--- config.mk ---
export PLATFORM = sky130hd
export DESIGN_NAME = parking_gate_detector_flat
export DESIGN_NICKNAME = d
export VERILOG_FILES = /design/src/rtl/parking_gate_detector_if.sv /design/src/rtl/parking_gate_detector.sv /design/src/flat_wrapper.sv
export SDC_FILE = /design/constraint.sdc
export NUM_CORES = 1
export LEC_CHECK = 0
export CELL_PAD_IN_SITES_DETAIL_PLACEMENT = 0
export CELL_PAD_IN_SITES_GLOBAL_PLACEMENT = 2
export CORE_MARGIN = 2
export CORE_UTILIZATION = 30
export CTS_BUF_LIST = sky130_fd_sc_hd__clkbuf_2
export CTS_CLUSTER_SIZE = 14
export DETAILED_ROUTE_END_ITERATION = 7
export HOLD_SLACK_MARGIN = 0.15
export PLACE_DENSITY_LB_ADDON = 0.1
export SETUP_SLACK_MARGIN = 0.3
export SYNTH_ARGS = -nofsm -noshare
export SYNTH_HDL_FRONTEND = slang
export SYNTH_SLANG_ARGS = --single-unit
--- constraint.sdc ---
create_clock -name clk -period 1.6 [get_ports clk]
set_clock_uncertainty 0.05 [all_clocks]
set_input_delay 0.32 -clock clk [delete_from_list [all_inputs] [get_ports clk]]
set_output_delay 0.32 -clock clk [all_outputs]
set_load 0.02 [all_outputs]
--- src/rtl/parking_gate_detector_if.sv ---
// Sensor-side bundle of the parking gate detector: raw sensor levels in, filtered levels,
// direction pulses and busy flag out. master = sensor/consumer side, slave = detector.
interface parking_gate_detector_if;
    logic outer;
    logic inner;
    logic enter;
    logic exit;
    logic outer_q;
    logic inner_q;
    logic busy;

    modport master (
        output outer, inner,
        input  enter, exit, outer_q, inner_q, busy
    );

    modport slave (
        input  outer, inner,
        output enter, exit, outer_q, inner_q, busy
    );
endinterface

--- src/rtl/parking_gate_detector.sv ---
// Photo-sensor synchronizer, optional debounce and car-direction FSM for the parking gate.
// Define PARKING_GATE_DEBOUNCE_EN to compile in the DEBOUNCE_CYCLES filters.
module parking_gate_detector #(
    parameter int DEBOUNCE_CYCLES = 4
) (
    input  logic                    clk,
    input  logic                    reset,
    parking_gate_detector_if.slave  gate
);

    // Bit 1 = outer sensor, bit 0 = inner sensor throughout.
    logic [1:0] raw;
    logic [1:0] filt;

    assign raw = {gate.outer, gate.inner};

    generate
        for (genvar gi = 0; gi < 2; gi++) begin : g_sensor
            logic meta_reg;
            logic sync_reg;

            always_ff @(posedge clk) begin
                if (reset) begin
                    meta_reg <= 1'b0;
                    sync_reg <= 1'b0;
                end else begin
                    meta_reg <= raw[gi];
                    sync_reg <= meta_reg;
                end
            end

`ifdef PARKING_GATE_DEBOUNCE_EN
            localparam int CW = $clog2(DEBOUNCE_CYCLES + 1);
            logic [CW-1:0] cnt_reg;
            logic          q_reg;

            // Counter tracks consecutive disagreeing samples; any agreement restarts it.
            always_ff @(posedge clk) begin
                if (reset) begin
                    cnt_reg <= '0;
                    q_reg   <= 1'b0;
                end else if (sync_reg == q_reg) begin
                    cnt_reg <= '0;
                end else if (cnt_reg == CW'(DEBOUNCE_CYCLES - 1)) begin
                    q_reg   <= sync_reg;
                    cnt_reg <= '0;
                end else begin
                    cnt_reg <= cnt_reg + CW'(1);
                end
            end

            assign filt[gi] = q_reg;
`else
            assign filt[gi] = sync_reg;
`endif
        end
    endgenerate

`ifndef PARKING_GATE_DEBOUNCE_EN
    logic [31:0] unused_cfg;
    assign unused_cfg = 32'(DEBOUNCE_CYCLES);
`endif

    typedef enum logic [2:0] {
        IDLE,
        IN_A,
        IN_B,
        IN_C,
        OUT_A,
        OUT_B,
        OUT_C,
        ABORT
    } state_t;

    state_t state_reg;
    state_t state_next;
    logic   enter_reg;
    logic   enter_next;
    logic   exit_reg;
    logic   exit_next;

    always_ff @(posedge clk) begin
        if (reset) begin
            state_reg <= IDLE;
            enter_reg <= 1'b0;
            exit_reg  <= 1'b0;
        end else begin
            state_reg <= state_next;
            enter_reg <= enter_next;
            exit_reg  <= exit_next;
        end
    end

    // Patterns not listed for a state hold that state.
    always_comb begin
        state_next = state_reg;
        enter_next = 1'b0;
        exit_next  = 1'b0;
        unique case (state_reg)
            IDLE: begin
                case (filt)
                    2'b10:   state_next = IN_A;
                    2'b01:   state_next = OUT_A;
                    2'b11:   state_next = ABORT;
                    default: state_next = IDLE;
                endcase
            end
            IN_A: begin
                case (filt)
                    2'b11:   state_next = IN_B;
                    2'b00:   state_next = IDLE;
                    2'b01:   state_next = ABORT;
                    default: state_next = IN_A;
                endcase
            end
            IN_B: begin
                case (filt)
                    2'b01:   state_next = IN_C;
                    2'b10:   state_next = IN_A;
                    2'b00:   state_next = ABORT;
                    default: state_next = IN_B;
                endcase
            end
            IN_C: begin
                case (filt)
                    2'b00: begin
                        state_next = IDLE;
                        enter_next = 1'b1;
                    end
                    2'b11:   state_next = IN_B;
                    2'b10:   state_next = ABORT;
                    default: state_next = IN_C;
                endcase
            end
            OUT_A: begin
                case (filt)
                    2'b11:   state_next = OUT_B;
                    2'b00:   state_next = IDLE;
                    2'b10:   state_next = ABORT;
                    default: state_next = OUT_A;
                endcase
            end
            OUT_B: begin
                case (filt)
                    2'b10:   state_next = OUT_C;
                    2'b01:   state_next = OUT_A;
                    2'b00:   state_next = ABORT;
                    default: state_next = OUT_B;
                endcase
            end
            OUT_C: begin
                case (filt)
                    2'b00: begin
                        state_next = IDLE;
                        exit_next  = 1'b1;
                    end
                    2'b11:   state_next = OUT_B;
                    2'b01:   state_next = ABORT;
                    default: state_next = OUT_C;
                endcase
            end
            ABORT: begin
                if (filt == 2'b00) begin
                    state_next = IDLE;
                end
            end
            default: state_next = IDLE;
        endcase
    end

    assign gate.enter   = enter_reg;
    assign gate.exit    = exit_reg;
    assign gate.outer_q = filt[1];
    assign gate.inner_q = filt[0];
    assign gate.busy    = (state_reg != IDLE);

endmodule

--- src/flat_wrapper.sv ---
// flat-port wrapper written by rule: the top's interface ports become plain ports
module parking_gate_detector_flat 
#(
    parameter int DEBOUNCE_CYCLES = 4
)
  (clk, reset, gate_outer, gate_inner, gate_enter, gate_exit, gate_outer_q, gate_inner_q, gate_busy);
  parking_gate_detector_if gate_i ();
  input  logic clk;
  input  logic reset;
  input wire logic [$bits(gate_i.outer)-1:0] gate_outer;
  input wire logic [$bits(gate_i.inner)-1:0] gate_inner;
  output wire logic [$bits(gate_i.enter)-1:0] gate_enter;
  output wire logic [$bits(gate_i.exit)-1:0] gate_exit;
  output wire logic [$bits(gate_i.outer_q)-1:0] gate_outer_q;
  output wire logic [$bits(gate_i.inner_q)-1:0] gate_inner_q;
  output wire logic [$bits(gate_i.busy)-1:0] gate_busy;
  assign gate_i.outer = gate_outer;
  assign gate_i.inner = gate_inner;
  assign gate_enter = gate_i.enter;
  assign gate_exit = gate_i.exit;
  assign gate_outer_q = gate_i.outer_q;
  assign gate_inner_q = gate_i.inner_q;
  assign gate_busy = gate_i.busy;
  parking_gate_detector #(.DEBOUNCE_CYCLES(DEBOUNCE_CYCLES)) u_core (.clk(clk), .reset(reset), .gate(gate_i));
endmodule
# Word-level counts from Yosys, hierarchy flattened
# Index checks and enable logic that the tools add are counted.
word_totals:
  in_bits: 4
  output_inout_bits: 5
  reg_bits: 9
  elab_cells: 35
op_classes:
  eq_ne: 11
  reduce_logical: 5
  muxes: 10
  bitwise: 2
ops:
  columns: ["op", "count"]
  rows:
  - ["$pmux W3 S3", 6]
  - ["$pmux W3 S8", 1]
  - ["$eq A3 B3 Y1 const B", 4]
  - ["$eq A3 B2 Y1 const B", 2]
  - ["$pmux W2 S3", 1]
  - ["$eq A2 B2 Y1 const B", 2]
  - ["$reduce_or A2 Y1", 2]
  - ["$eq A3 B1 Y1 const B", 1]
  - ["$logic_not A3 Y1", 1]
  - ["$mux W3", 1]
  - ["$reduce_bool A3 Y1", 1]
  - ["$eq A2 B1 Y1 const B", 1]
  - ["$logic_not A2 Y1", 1]
  - ["$ne A2 B1 Y1 const B", 1]
  - ["$not A1 Y1", 2]
  - ["$mux W1", 1]

# Logic depth before layout (Yosys ltp)
# Gate-level depths: netlist of the first run.
logic_depth:
  depth_word: 3
  ltp_mapped: 5
  ltp_nobuf: 5

# Least setup slack after synthesis of the first run
# Ideal clock, no wire load.
synth_path:
  path_type: "reg2reg"
  from: "reg u_core.g_sensor[0].sync_reg (netlist: u_core.gate.inner_q)"
  to: "reg u_core.state_reg[1]"
  setup_ns: 0.075
  path_buffers: 0
  t_arrival_ns: 1.599
  path_stages_with_launch: 6
  path_slack_ns: -0.124
  t_required_ns: 1.475
  period_less_slack_ns: 1.724
  cell_sequence: "dfxtp_1 > inv_1 > ha_1 > nand2b_1 > mux4_2 > o22ai_1"
synth_via:
  elab_chain_cells: 3
  elab_cells_between_ends: 13
  classes_between: "eq/ne: 4; mux: 8; reduce/logical: 1"
synth_lines:
  columns: ["element", "line_no", "text"]
  rows:
  - ["from (decl)", "parking_gate_detector.sv:20", "logic sync_reg;"]
  - ["from (signal assigned)", "parking_gate_detector.sv:28", "sync_reg <= meta_reg;"]
  - ["$eq A2 B1 Y1, or another cell as far along", null, null]
  - ["$pmux W3 S3, or another cell as far along", "parking_gate_detector.sv:152", "case (filt)"]
  - ["$pmux W3 S8", "parking_gate_detector.sv:99", "unique case (state_reg)"]
  - ["to (signal assigned)", "parking_gate_detector.sv:88", "state_reg <= state_next;"]
  - ["to (decl)", "parking_gate_detector.sv:75", "state_t state_reg;"]
# Several ways; a longest one is shown, not always the timed one.
# A chain may end at the register's enable or synchronous reset.

# Worst setup path in the final report of the first run
layout_path:
  from: "reg u_core.g_sensor[1].sync_reg (netlist: u_core.gate.outer_q)"
  to: "reg u_core.state_reg[1]"
layout_via:
  elab_chain_cells: 3
  elab_cells_between_ends: 13
  classes_between: "eq/ne: 4; mux: 8; reduce/logical: 1"
layout_lines:
  columns: ["element", "line_no"]
  rows:
  - ["from (decl)", "parking_gate_detector.sv:20"]
  - ["from (signal assigned)", "parking_gate_detector.sv:28"]
  - ["$eq A2 B1 Y1, or another cell as far along", null]
  - ["$pmux W3 S3, or another cell as far along", "parking_gate_detector.sv:152"]
  - ["$pmux W3 S8", "parking_gate_detector.sv:99"]
# Several ways; a longest one is shown, not always the timed one.

==> results of run 1 <==
==> layer usage <==
metal / part of all wire (%) / up-vias / track usage (%) / routed length, um
met2: 46 / 12 / 17.1 / 528
li1: - / 250 / - / -
met4: 0 / 0 / 1.62 / 0
met5: 0 / - / 0 / 0
met3: 4.5 / 0 / 5.66 / 51
met1: 49 / 219 / 16.5 / 566
==> worst max-delay path: cells and delay by family, from the launching register on <==
family	cells	cell delay, ns
compound gates	2	0.35
fa+ha+maj	1	0.18
buf+inv	1	0.14
flops	1	0.37
simple gates	1	0.30
==> final timing paths <==
path	to	cells after the start
min	u_core.gate.outer_q	1
min reg2reg	u_core.gate.outer_q	1
max	u_core.state_reg[1]	5
max reg2reg	u_core.state_reg[1]	5
==> logic make-up (layout without fill, tap and decap cells) <==
kind of cell    after synthesis  after routing
buf+inv                       7             22
fa+ha+maj                     7              7
flops                         9              9
compound gates               12             12
simple gates                 25             25
mux                           2              2
==> cell usage after synthesis, drive strengths merged, types with 2 or more instances <==
| library cell | number |
|---|---|
| buf | 3 |
| or2 | 2 |
| nand2b | 5 |
| a21oi | 2 |
| inv | 3 |
| nor2b | 5 |
| or3 | 4 |
| o21ai | 3 |
| ha | 7 |
| nor3b | 2 |
| dfxtp | 9 |
| nand3b | 2 |
==> cells in the final DEF, fill, tap and decap left out, drive strengths merged <==
master	count
o32ai	1
o22ai	1
dfxtp	9
clkdlybuf4s50	3
nor2	1
inv	3
o221a	1
buf	9
nand3b	2
and3b	1
nand2	1
clkbuf	5
nand2b	5
a31o	1
nor3b	2
o22a	1
or2	2
mux4	1
a21oi	2
or3	4
nor4b	1
clkdlybuf4s15	1
a2111oi	1
nor3	1
dlygate4sd2	1
mux2i	1
ha	7
a221oi	1
nor2b	5
o21ai	3
==> layout make-up <==
class / count / area [um2] / area share, %
repair buffers: 15 / 123 / 15.1
flip-flops and latches: 9 / 189 / 23.3
well taps: 25 / 31.3 / 3.85
clock buffers: 4 / 20.0 / 2.47
multi-input cells: 46 / 433 / 53.3
inverters: 3 / 16.3 / 2.00
==> stage by stage <==
stage	hold slack [ns]	instance area, um2	util [%]
after floorplan	0.362	624	-
after global placement	0.367	759	43.0
after detailed placement	0.379	759	43.0
after CTS	0.393	778	44.1
after global routing	0.403	812	46.0
final	0.391	812	46.0
==> power groups by stage <==
stage          Clock (mW)  Sequential (mW)  Combinational (mW)
2_1_floorplan           0            0.254               0.109
3_3_place_gp            0            0.248               0.172
3_5_place_dp            0            0.249               0.169
4_1_cts             0.147            0.243               0.164
5_1_grt             0.160            0.244               0.201
6_report            0.138            0.243               0.183
==> repair_timing <==
action | 4_1_cts | 5_1_grt
setup buffers | 0 | 1
pin swaps | 0 | 3
gates resized for setup | 11 | 13
setup endpoints to repair | 8 | 7
==> summary.md, run 1 <==
| Metric | Value |
|---|---|
| Synth Instances | `62` |
| Worst hold start | `u_core.g_sensor[1].meta_reg` |
| Internal power | `~0.4 mW` |
| Non-filler cells, final | `102` |
| Main combinational cell family by area after synthesis | `simple AND/OR/NAND/NOR gates` |
| Number of synthesized flops with an enable pin | `0` |
| Post-synthesis simple-gate area fraction | `27.6%` |
| Sw Share | `29.3%` |
| Peak VDD IR | `~440 uV` |
| Logic pwr share | `about a third` |
| Worst stage delay on the critical path | `0.37 ns` |
| Setup WS post-layout | `approximately 0.092 ns` |
| CTS tree | `done` |
| GP Congestion | `0.711` |
| CP Cell Sequence | `buf_4, ha_2, or2_2, a221oi_2, o22ai_2` |
| Fmax | `between 0.6 and 0.7 GHz` |
| Switching pwr | `0.165 mW` |
| First-pass DRT Iterations | `4` |
| Fraction of registers with async set or reset after synthesis | `0%` |
| Status | `finished, final reports clean` |
| Layout area overhead | `40.2%` |
| Place WS | `0.00884 ns` |
| Clock network power share | `around a quarter` |
| Mux share of post-synthesis cell area | `5.62%` |
| Clock root buffer | `clkbuf_2` |
| Tot Pwr | `0.564 mW` |
| Mapped Avg Cell Area | `9.34 um2` |
| Critical Path AT | `between 1.5 and 2 ns` |
| Initial DRC Count | `6` |
| Residual DRC | `0` |
| GRT Total Usage | `11.9%` |
| Max reg flops | `3` |
| Final Setup Violations | `0` |
| Buffers added on ports | `8` |
| Worst slew pin tran | `0.304 ns` |
| Placed cell count | `97` |
| I/O pins | `9` |
| First-pass GRT wire length | `1870 um` |
| Post-detail-place hpwl | `841 um` |
| CTS Hold Buffers Added | `0` |
| Core area | `0.00176 mm2` |
| Via count | `just under 500` |
| Fillers | `197` |
| CP max FO | `4` |
| Final #Nets | `89` |
| Startpoint types | `flop` |
| Die height | `47.9 um` |
| Leakage | `0.310 nW` |
| Initial antenna violation count | `0` |
| Post-Syn Area | `579 um2` |
| Required time worst endpoint | `1.67 ns` |
| Die width | `47.9 um` |
| Hold Crit Class | `flop to flop` |
| Slew headroom | `79.2%` |
| Yosys reg bits | `9` |
| Clock sinks | `9` |
| Skew-Pair Late Insertion Delay | `~0.23 ns` |
| Worst reg-to-reg setup slack | `0.09 ns` |
| Adder-Cell Fraction of Synth Area | `15.1%` |
| Final Hold Fails | `0` |
| Tmin final | `1.51 ns` |
| Crit end category | `flop` |
| Routed vias/inst | `4.72` |
| Total negative slack | `0 ns` |
| Post-synthesis compound-gate area fraction | `14.9%` |
| WL/cell | `11.2 um` |
| GRT Residual Overflow | `0` |
| Reg clk slew, reported paths | `0.08 ns` |
| # rows | `15` |
| Post-synth top area share | `31.1%` |
| Htree depth | `1` |
| Max-cap violations | `0` |
| Flop pwr share | `43.1%` |
| Clock buffer count from CTS | `3` |
| Layout cells sized above 1 | `between 40% and 50%` |
| Fin. max-slew vios | `0` |
| Top FF cell, synth | `dfxtp_1` |
| Yosys warns | `0` |
| RR Startpoint | `u_core.gate.outer_q` |
| WS Path Type | `flop to flop` |
| Largest net degree at the start of global routing | `18` |
| Vias in the first global route | `439` |
| RSZ-0062 raised after global routing | `true` |
| ANT nets after route | `0` |
| Post-Route WL | `1150 um` |
| CP Launch Point | `u_core.gate.outer_q` |
| Area contributors post-synth | `dfxtp_1, ha_1, nand2b_1` |
| Clock Tree Buf Depth | `2` |
| Slowest-stage cell, CP | `dfxtp_4` |
| Initial Utilization | `32.8%` |
| Sequential share of the synthesized area | `31.1%` |
| Die Area | `roughly 0.0023 mm2` |
| Syn nets | `73` |
| Largest area contributor in the netlist | `dfxtp_1` |
| PD cells | `695 mW/mm2` |
| Unique masters post-synth | `29` |
| XOR/XNOR Fraction of Synth Area | `0%` |
| Fin crit share | `94.3%` |
| Inserted Diodes | `0` |
Power figures use the tool's default switching activity.
==> run 2, diff against run 1 <==
Settings changed: HOLD_SLACK_MARGIN 0.15 to 0.02.
==> results of run 2 <==
Final layout, timing and power as in run 1 (identical DEF).
